<file path="config.mk">
export PLATFORM = sky130hd
export DESIGN_NAME = pipelined_control_unit
export DESIGN_NICKNAME = d
export VERILOG_FILES = /design/src/rtl/mips_ctrl_pkg.sv /design/src/rtl/ctrl_decoder.sv /design/src/rtl/pipelined_control_unit.sv
export SDC_FILE = /design/constraint.sdc
export NUM_CORES = 1
export LEC_CHECK = 0
export ABC_CLOCK_PERIOD_IN_PS = 2500
export BUFFER_PORTS_ARGS = -buffer_cell sky130_fd_sc_hd__buf_4
export CORE_UTILIZATION = 48
export CTS_CLUSTER_SIZE = 14
export DETAILED_ROUTE_END_ITERATION = 6
export PLACE_DENSITY = 0.79
export SETUP_SLACK_MARGIN = 0.5
export SYNTH_ARGS = -nofsm -noshare
export SYNTH_HDL_FRONTEND = slang
export SYNTH_SLANG_ARGS = --single-unit
</file>
<file path="constraint.sdc">
create_clock -name CLK -period 2.5 [get_ports CLK]
set_clock_uncertainty 0.15 [all_clocks]
set_input_delay 0.125 -clock CLK [delete_from_list [all_inputs] [get_ports CLK]]
set_output_delay 0.125 -clock CLK [all_outputs]
set_load 0.02 [all_outputs]
</file>
<file path="src/rtl/mips_ctrl_pkg.sv">
// Shared MIPS control definitions: opcode/funct maps, ALU encodings and the
// E-stage control word carried by the pipelined control unit.
package mips_ctrl_pkg;

    localparam logic [5:0] op_rtype = 6'b000000;
    localparam logic [5:0] op_lw    = 6'b100011;
    localparam logic [5:0] op_sw    = 6'b101011;
    localparam logic [5:0] op_addi  = 6'b001000;
    localparam logic [5:0] op_beq   = 6'b000100;
    localparam logic [5:0] op_j     = 6'b000010;
    localparam logic [5:0] op_push  = 6'b100000;
    localparam logic [5:0] op_pop   = 6'b101000;

    localparam logic [5:0] fn_and = 6'b100100;
    localparam logic [5:0] fn_or  = 6'b100101;
    localparam logic [5:0] fn_add = 6'b100000;
    localparam logic [5:0] fn_sub = 6'b100010;
    localparam logic [5:0] fn_slt = 6'b101010;
    localparam logic [5:0] fn_mul = 6'b011100;

    localparam logic [2:0] alu_and = 3'b000;
    localparam logic [2:0] alu_or  = 3'b001;
    localparam logic [2:0] alu_add = 3'b010;
    localparam logic [2:0] alu_sub = 3'b100;
    localparam logic [2:0] alu_slt = 3'b110;
    localparam logic [2:0] alu_mul = 3'b101;

    typedef struct packed {
        logic       reg_write;
        logic       mem_to_reg;
        logic       mem_write;
        logic       alu_src;
        logic       reg_dst;
        logic       branch;
        logic       jump;
        logic       push;
        logic       pop;
        logic       mem_src;
        logic [2:0] alu_control;
    } ctrl_word_t;

    localparam ctrl_word_t BUBBLE = '{
        reg_write: 1'b0, mem_to_reg: 1'b0, mem_write: 1'b0, alu_src: 1'b0,
        reg_dst: 1'b0, branch: 1'b0, jump: 1'b0, push: 1'b0, pop: 1'b0,
        mem_src: 1'b0, alu_control: alu_add
    };

    function automatic logic [2:0] alu_from_funct(input logic [5:0] funct);
        case (funct)
            fn_and:  return alu_and;
            fn_or:   return alu_or;
            fn_add:  return alu_add;
            fn_sub:  return alu_sub;
            fn_slt:  return alu_slt;
            fn_mul:  return alu_mul;
            default: return alu_add;
        endcase
    endfunction

endpackage

</file>
<file path="src/rtl/ctrl_decoder.sv">
// Combinational D-stage decoder: instruction to control word, plus flags for
// recognised instructions and multi-cycle MUL.
module ctrl_decoder
    import mips_ctrl_pkg::*;
#(
    parameter int INSTR_W = 32
) (
    input  logic [INSTR_W-1:0] Instruction,
    output ctrl_word_t         ctrl,
    output logic               known,
    output logic               is_mul
);

    logic [5:0] opcode;
    logic [5:0] funct;

    assign opcode = Instruction[INSTR_W-1 -: 6];
    assign funct  = Instruction[5:0];

    always_comb begin
        ctrl   = BUBBLE;
        known  = 1'b1;
        is_mul = 1'b0;
        case (opcode)
            op_rtype: begin
                ctrl.reg_write   = 1'b1;
                ctrl.reg_dst     = 1'b1;
                ctrl.alu_control = alu_from_funct(funct);
                is_mul           = (funct == fn_mul);
            end
            op_lw: begin
                ctrl.reg_write  = 1'b1;
                ctrl.alu_src    = 1'b1;
                ctrl.mem_to_reg = 1'b1;
                ctrl.mem_src    = 1'b1;
            end
            op_sw: begin
                ctrl.mem_write = 1'b1;
                ctrl.alu_src   = 1'b1;
            end
            op_addi: begin
                ctrl.reg_write = 1'b1;
                ctrl.alu_src   = 1'b1;
            end
            op_beq: begin
                ctrl.branch      = 1'b1;
                ctrl.alu_control = alu_sub;
            end
            op_j:    ctrl.jump = 1'b1;
            op_push: begin
                ctrl.reg_write  = 1'b1;
                ctrl.alu_src    = 1'b1;
                ctrl.mem_to_reg = 1'b1;
                ctrl.push       = 1'b1;
            end
            op_pop: begin
                ctrl.alu_src = 1'b1;
                ctrl.pop     = 1'b1;
            end
            default: known = 1'b0;
        endcase
        // An all-zero word is the pipeline's NOP and must never reach E.
        if (Instruction == '0) begin
            known  = 1'b0;
            is_mul = 1'b0;
        end
    end

endmodule

</file>
<file path="src/rtl/pipelined_control_unit.sv">
// ID/EX control register with multi-cycle MUL sequencing, hazard flush and
// stack-occupancy tracking around the combinational decoder.
module pipelined_control_unit
    import mips_ctrl_pkg::*;
#(
    parameter int INSTR_W     = 32,
    parameter int MUL_LATENCY = 4,
    parameter int STACK_DEPTH = 16
) (
    input  logic                             CLK,
    input  logic                             RST,
    input  logic [INSTR_W-1:0]               Instruction,
    input  logic                             Valid_D,
    input  logic                             Flush_E,
    output logic                             RegWrite_E,
    output logic                             MemtoReg_E,
    output logic                             MemWrite_E,
    output logic                             ALUSrc_E,
    output logic                             RegDst_E,
    output logic                             Branch_E,
    output logic                             Jump_E,
    output logic                             Push_E,
    output logic                             Pop_E,
    output logic                             MemSrc_E,
    output logic [2:0]                       ALUControl_E,
    output logic                             Valid_E,
    output logic                             Busy,
    output logic [$clog2(STACK_DEPTH+1)-1:0] StackCount,
    output logic                             Overflow,
    output logic                             Underflow
);

    localparam int SC_W = $clog2(STACK_DEPTH + 1);
    localparam int MC_W = $clog2(MUL_LATENCY + 1);

    typedef enum logic {RUN, MUL_BUSY} state_t;

    state_t            state, state_nxt;
    logic [MC_W-1:0]   mul_cnt, mul_cnt_nxt;
    ctrl_word_t        e_ctrl_p0, e_ctrl_nxt;
    logic              vld_p0, vld_nxt;
    logic [SC_W-1:0]   cnt, cnt_nxt;
    logic              ovf, ovf_nxt, unf, unf_nxt;
    ctrl_word_t        dec;
    logic              dec_ok, dec_mul;

    ctrl_decoder #(.INSTR_W(INSTR_W)) u_dec (
        .Instruction (Instruction),
        .ctrl        (dec),
        .known       (dec_ok),
        .is_mul      (dec_mul)
    );

    always_comb begin
        state_nxt   = state;
        mul_cnt_nxt = mul_cnt;
        e_ctrl_nxt  = e_ctrl_p0;
        vld_nxt     = vld_p0;
        cnt_nxt     = cnt;
        ovf_nxt     = ovf;
        unf_nxt     = unf;
        case (state)
            RUN: begin
                e_ctrl_nxt  = BUBBLE;
                vld_nxt     = 1'b0;
                mul_cnt_nxt = '0;
                if (!Flush_E && Valid_D && dec_ok) begin
                    if (dec.push && cnt == SC_W'(STACK_DEPTH)) begin
                        ovf_nxt = 1'b1;
                    end else if (dec.pop && cnt == '0) begin
                        unf_nxt = 1'b1;
                    end else begin
                        e_ctrl_nxt = dec;
                        vld_nxt    = 1'b1;
                        if (dec.push) cnt_nxt = cnt + SC_W'(1);
                        if (dec.pop)  cnt_nxt = cnt - SC_W'(1);
                        // The write-back is withheld until the last MUL cycle.
                        if (dec_mul && MUL_LATENCY > 1) begin
                            e_ctrl_nxt.reg_write = 1'b0;
                            state_nxt            = MUL_BUSY;
                            mul_cnt_nxt          = MC_W'(MUL_LATENCY - 1);
                        end
                    end
                end
            end
            MUL_BUSY: begin
                if (Flush_E) begin
                    e_ctrl_nxt  = BUBBLE;
                    vld_nxt     = 1'b0;
                    state_nxt   = RUN;
                    mul_cnt_nxt = '0;
                end else if (mul_cnt == MC_W'(1)) begin
                    e_ctrl_nxt.reg_write = 1'b1;
                    state_nxt            = RUN;
                    mul_cnt_nxt          = '0;
                end else begin
                    mul_cnt_nxt = mul_cnt - MC_W'(1);
                end
            end
            default: state_nxt = RUN;
        endcase
    end

    // ID/EX register boundary
    always_ff @(posedge CLK) begin
        if (RST) begin
            state     <= RUN;
            mul_cnt   <= '0;
            e_ctrl_p0 <= BUBBLE;
            vld_p0    <= 1'b0;
            cnt       <= '0;
            ovf       <= 1'b0;
            unf       <= 1'b0;
        end else begin
            state     <= state_nxt;
            mul_cnt   <= mul_cnt_nxt;
            e_ctrl_p0 <= e_ctrl_nxt;
            vld_p0    <= vld_nxt;
            cnt       <= cnt_nxt;
            ovf       <= ovf_nxt;
            unf       <= unf_nxt;
        end
    end

    assign RegWrite_E   = e_ctrl_p0.reg_write;
    assign MemtoReg_E   = e_ctrl_p0.mem_to_reg;
    assign MemWrite_E   = e_ctrl_p0.mem_write;
    assign ALUSrc_E     = e_ctrl_p0.alu_src;
    assign RegDst_E     = e_ctrl_p0.reg_dst;
    assign Branch_E     = e_ctrl_p0.branch;
    assign Jump_E       = e_ctrl_p0.jump;
    assign Push_E       = e_ctrl_p0.push;
    assign Pop_E        = e_ctrl_p0.pop;
    assign MemSrc_E     = e_ctrl_p0.mem_src;
    assign ALUControl_E = e_ctrl_p0.alu_control;
    assign Valid_E      = vld_p0;
    assign Busy         = (state == MUL_BUSY);
    assign StackCount   = cnt;
    assign Overflow     = ovf;
    assign Underflow    = unf;

endmodule

</file>
==> flow_metrics.tcl <==
set metrics [dict create \
    design_area_sq_mm 0.00203 \
    rows 19 \
    synth_area_per_cell_sq_um 8.79 \
    synth.area.top_cells "dfxtp_1 (35%), nor2_1 (6.2%), ha_1 (4.3%)" \
    ys_seq_area_frac 0.345 \
    p_leak_nw 0.868 \
    ys.flop_type "dfxtp_1" \
    port-buffer-count 57 \
    fin_crit_ns 2.02 \
    crit_path_start_kind "register" \
    routed_wl_microns 3990 \
    drive_above_1_share 0.385 \
    final_cell_mix "buf_4 (61), dfxtp_1 (22), nor2_1 (21)" \
    dr_total_vias 1501 \
    synth_edf_count 0 \
    status "finished, violations left" \
    synth.distinct_cells 47 \
    filler_cell_count 233 \
    rsz0062_at_grt "true" \
    cp_max_fo 6 \
    numCtsBuffers 3 \
    vias_per_cell 5.73 \
    cts_htree_levels 1 \
    synth_area_sq_mm 0.00145 \
    reg2reg_slack_ns 0.48 \
    fp.dieW_microns 57.0 \
    reg2reg_to "ALUSrc_E$_SDFFE_PP0P_" \
    regToRegStartpoint "Busy$_SDFF_PP0_" \
    drc 2 \
    min-delay-start "Instruction[1]" \
    grt_pass1_wl_microns 6380 \
    hold_class "in -> reg" \
    peakVddDrop_mv 0.197 \
    slew_viol_final 0 \
    async_flop_share 0 \
    power_density_mw_per_mm2 347 \
    synth-seq-cells 25 \
    cp.arrival_ns 2.12 \
    die_y_microns 57.0 \
    clk_pin_slew_ns 0.14 \
    cts_tree "built" \
    min_to "ALUControl_E[1]$_SDFFE_PP1P_" \
    antenna_found_initial 0 \
    critPathKind "reg -> reg" \
    hold_violations 0 \
    r2r_cells 5 \
    power.total_uw 704 \
    syn_to_final_growth_pct 39.9 \
    tns_ns 0 \
    cp.required_ns 2.61 \
    cts_root_buffer "clkbuf_4" \
    place_area_sq_mm 0.00189 \
    slew_headroom 0.643 \
    final_util 0.723 \
    clkSinkCount 25 \
    nets 274 \
    worstSetupStartpoint "Busy$_SDFF_PP0_" \
    hpwl_microns 3010 \
    whs_path_depth 4 \
    largest_register_ffs 5 \
    fmax_mhz 495 \
    gr-usage-all-layers 0.250 \
    syn-num-nets 207 \
    failed_checks "DRC" \
    clk_latency_ns 0.33 \
    synth_top_area_cell "dfxtp_1" \
    setup_viol 0 \
    synth_top_area_share 0.345 \
    worst_pin_slew_ns 0.532 \
    yosysWarnings 0 \
    ant_nets 0 \
    final_common_cell "buf_4" \
    antennaDiodeCount 0 \
    cap_violations 0 \
    fin_hold_ws_ns 0.0122 \
    die-area_sq_mm 0.00325 \
    cp-end-kind "register" \
    wl_per_cell_microns 15.2 \
    netlist_instances 165 \
    drt_iter0_drc 53 \
    place_congestion 0.834 \
    fin_crit_sh 0.808 \
    drtPass1Iterations 6 \
    io_pins 58 \
    cts_buffer_depth 2 \
    grt_overflow 0 \
    start_util 0.517 \
    grt_max_degree 18 \
    grt_pass1_vias 1497 \
    core_sq_mm 0.00281 \
]
[where the power goes]
group | total, mW | internal [mW] | switching (mW)
clock | 0.190 | 0.0626 | 0.128
sequential | 0.399 | 0.399 | 0.000274
combinational | 0.115 | 0.0596 | 0.0553
[routing by layer]
layer  part of all wire  up-vias  wire (microns)  global-route usage
met3              0.047        5             189              0.0295
met2               0.51       54            2050               0.449
met4              0.010        0              41              0.0941
li1                   -      738               -                   -
met1               0.43      704            1710               0.307
met5                  0        -               0                   0
[final cells by class]
| type | instances | area, sq um | share of cell area |
|---|---|---|---|
| Clock buffer | 4 | 26.3 | 0.0129 |
| Inverter | 6 | 22.5 | 0.0111 |
| Multi-Input combinational cell | 130 | 930 | 0.458 |
| Sequential cell | 25 | 504 | 0.248 |
| Tap cell | 31 | 38.8 | 0.0191 |
| Timing Repair Buffer | 66 | 508 | 0.250 |
[kinds of logic after synthesis]
group,after synthesis,synth area share
and+or+nand+nor,78,0.310
buffers and inverters,11,0.0388
xor gates and xnor gates,5,0.0302
muxes,4,0.0285
DFF,25,0.345
AOI/OAI and AO/OA,36,0.191
adders and majority gates,6,0.0569
[metrics by stage]
step,setup WS (ns),cells
detailed placement,0.211,249
floorplan,0.517,165
global route,0.409,262
finish,0.480,262
CTS,0.503,257
global placement,0.275,249
[Yosys cell counts (all sizes together), types with 2 or more instances]
cell type  count
inv            6
o31ai          6
a31oi          2
buf            3
mux2i          3
nor2b          2
nor4           8
or3            3
nor2          24
xnor2          4
nand2b         4
ha             5
nand4          2
a21o           3
o22ai          3
a21oi          8
nand2         15
a22o           2
o21ai          6
and3           2
nand3          4
nor3           7
clkbuf         2
dfxtp         25
[worst max path at each step]
stage | end | slack (ns) | depth (start not counted)
floorplan | StackCount[4]$_SDFFE_PP0P_ | 0.52 | 9
global placement | StackCount[4]$_SDFFE_PP0P_ | 0.27 | 10
detailed placement | StackCount[4]$_SDFFE_PP0P_ | 0.21 | 10
CTS | StackCount[4]$_SDFFE_PP0P_ | 0.50 | 5
global route | ALUSrc_E$_SDFFE_PP0P_ | 0.41 | 5
finish | ALUSrc_E$_SDFFE_PP0P_ | 0.48 | 5
[worst max-delay path, stage by stage, from the launching register on]
cell and delay [ns]:
dfxtp_2 0.37, nor4b_4 0.31, o41ai_4 0.17, a21o_1 0.23, or3_4 0.46, o31ai_2 0.24
[timing repair]
item / 4_1_cts / 5_1_grt
hold endpoints to repair: 12 / 1
pin swaps: 0 / 3
cloned: 0 / 1
hold buffers: 4 / 1
buffers inserted: 0 / 3
endpoints found under the setup margin: 1 / 13
gates resized for setup: 1 / 9
Note: power is estimated with default switching activity, not from simulation.
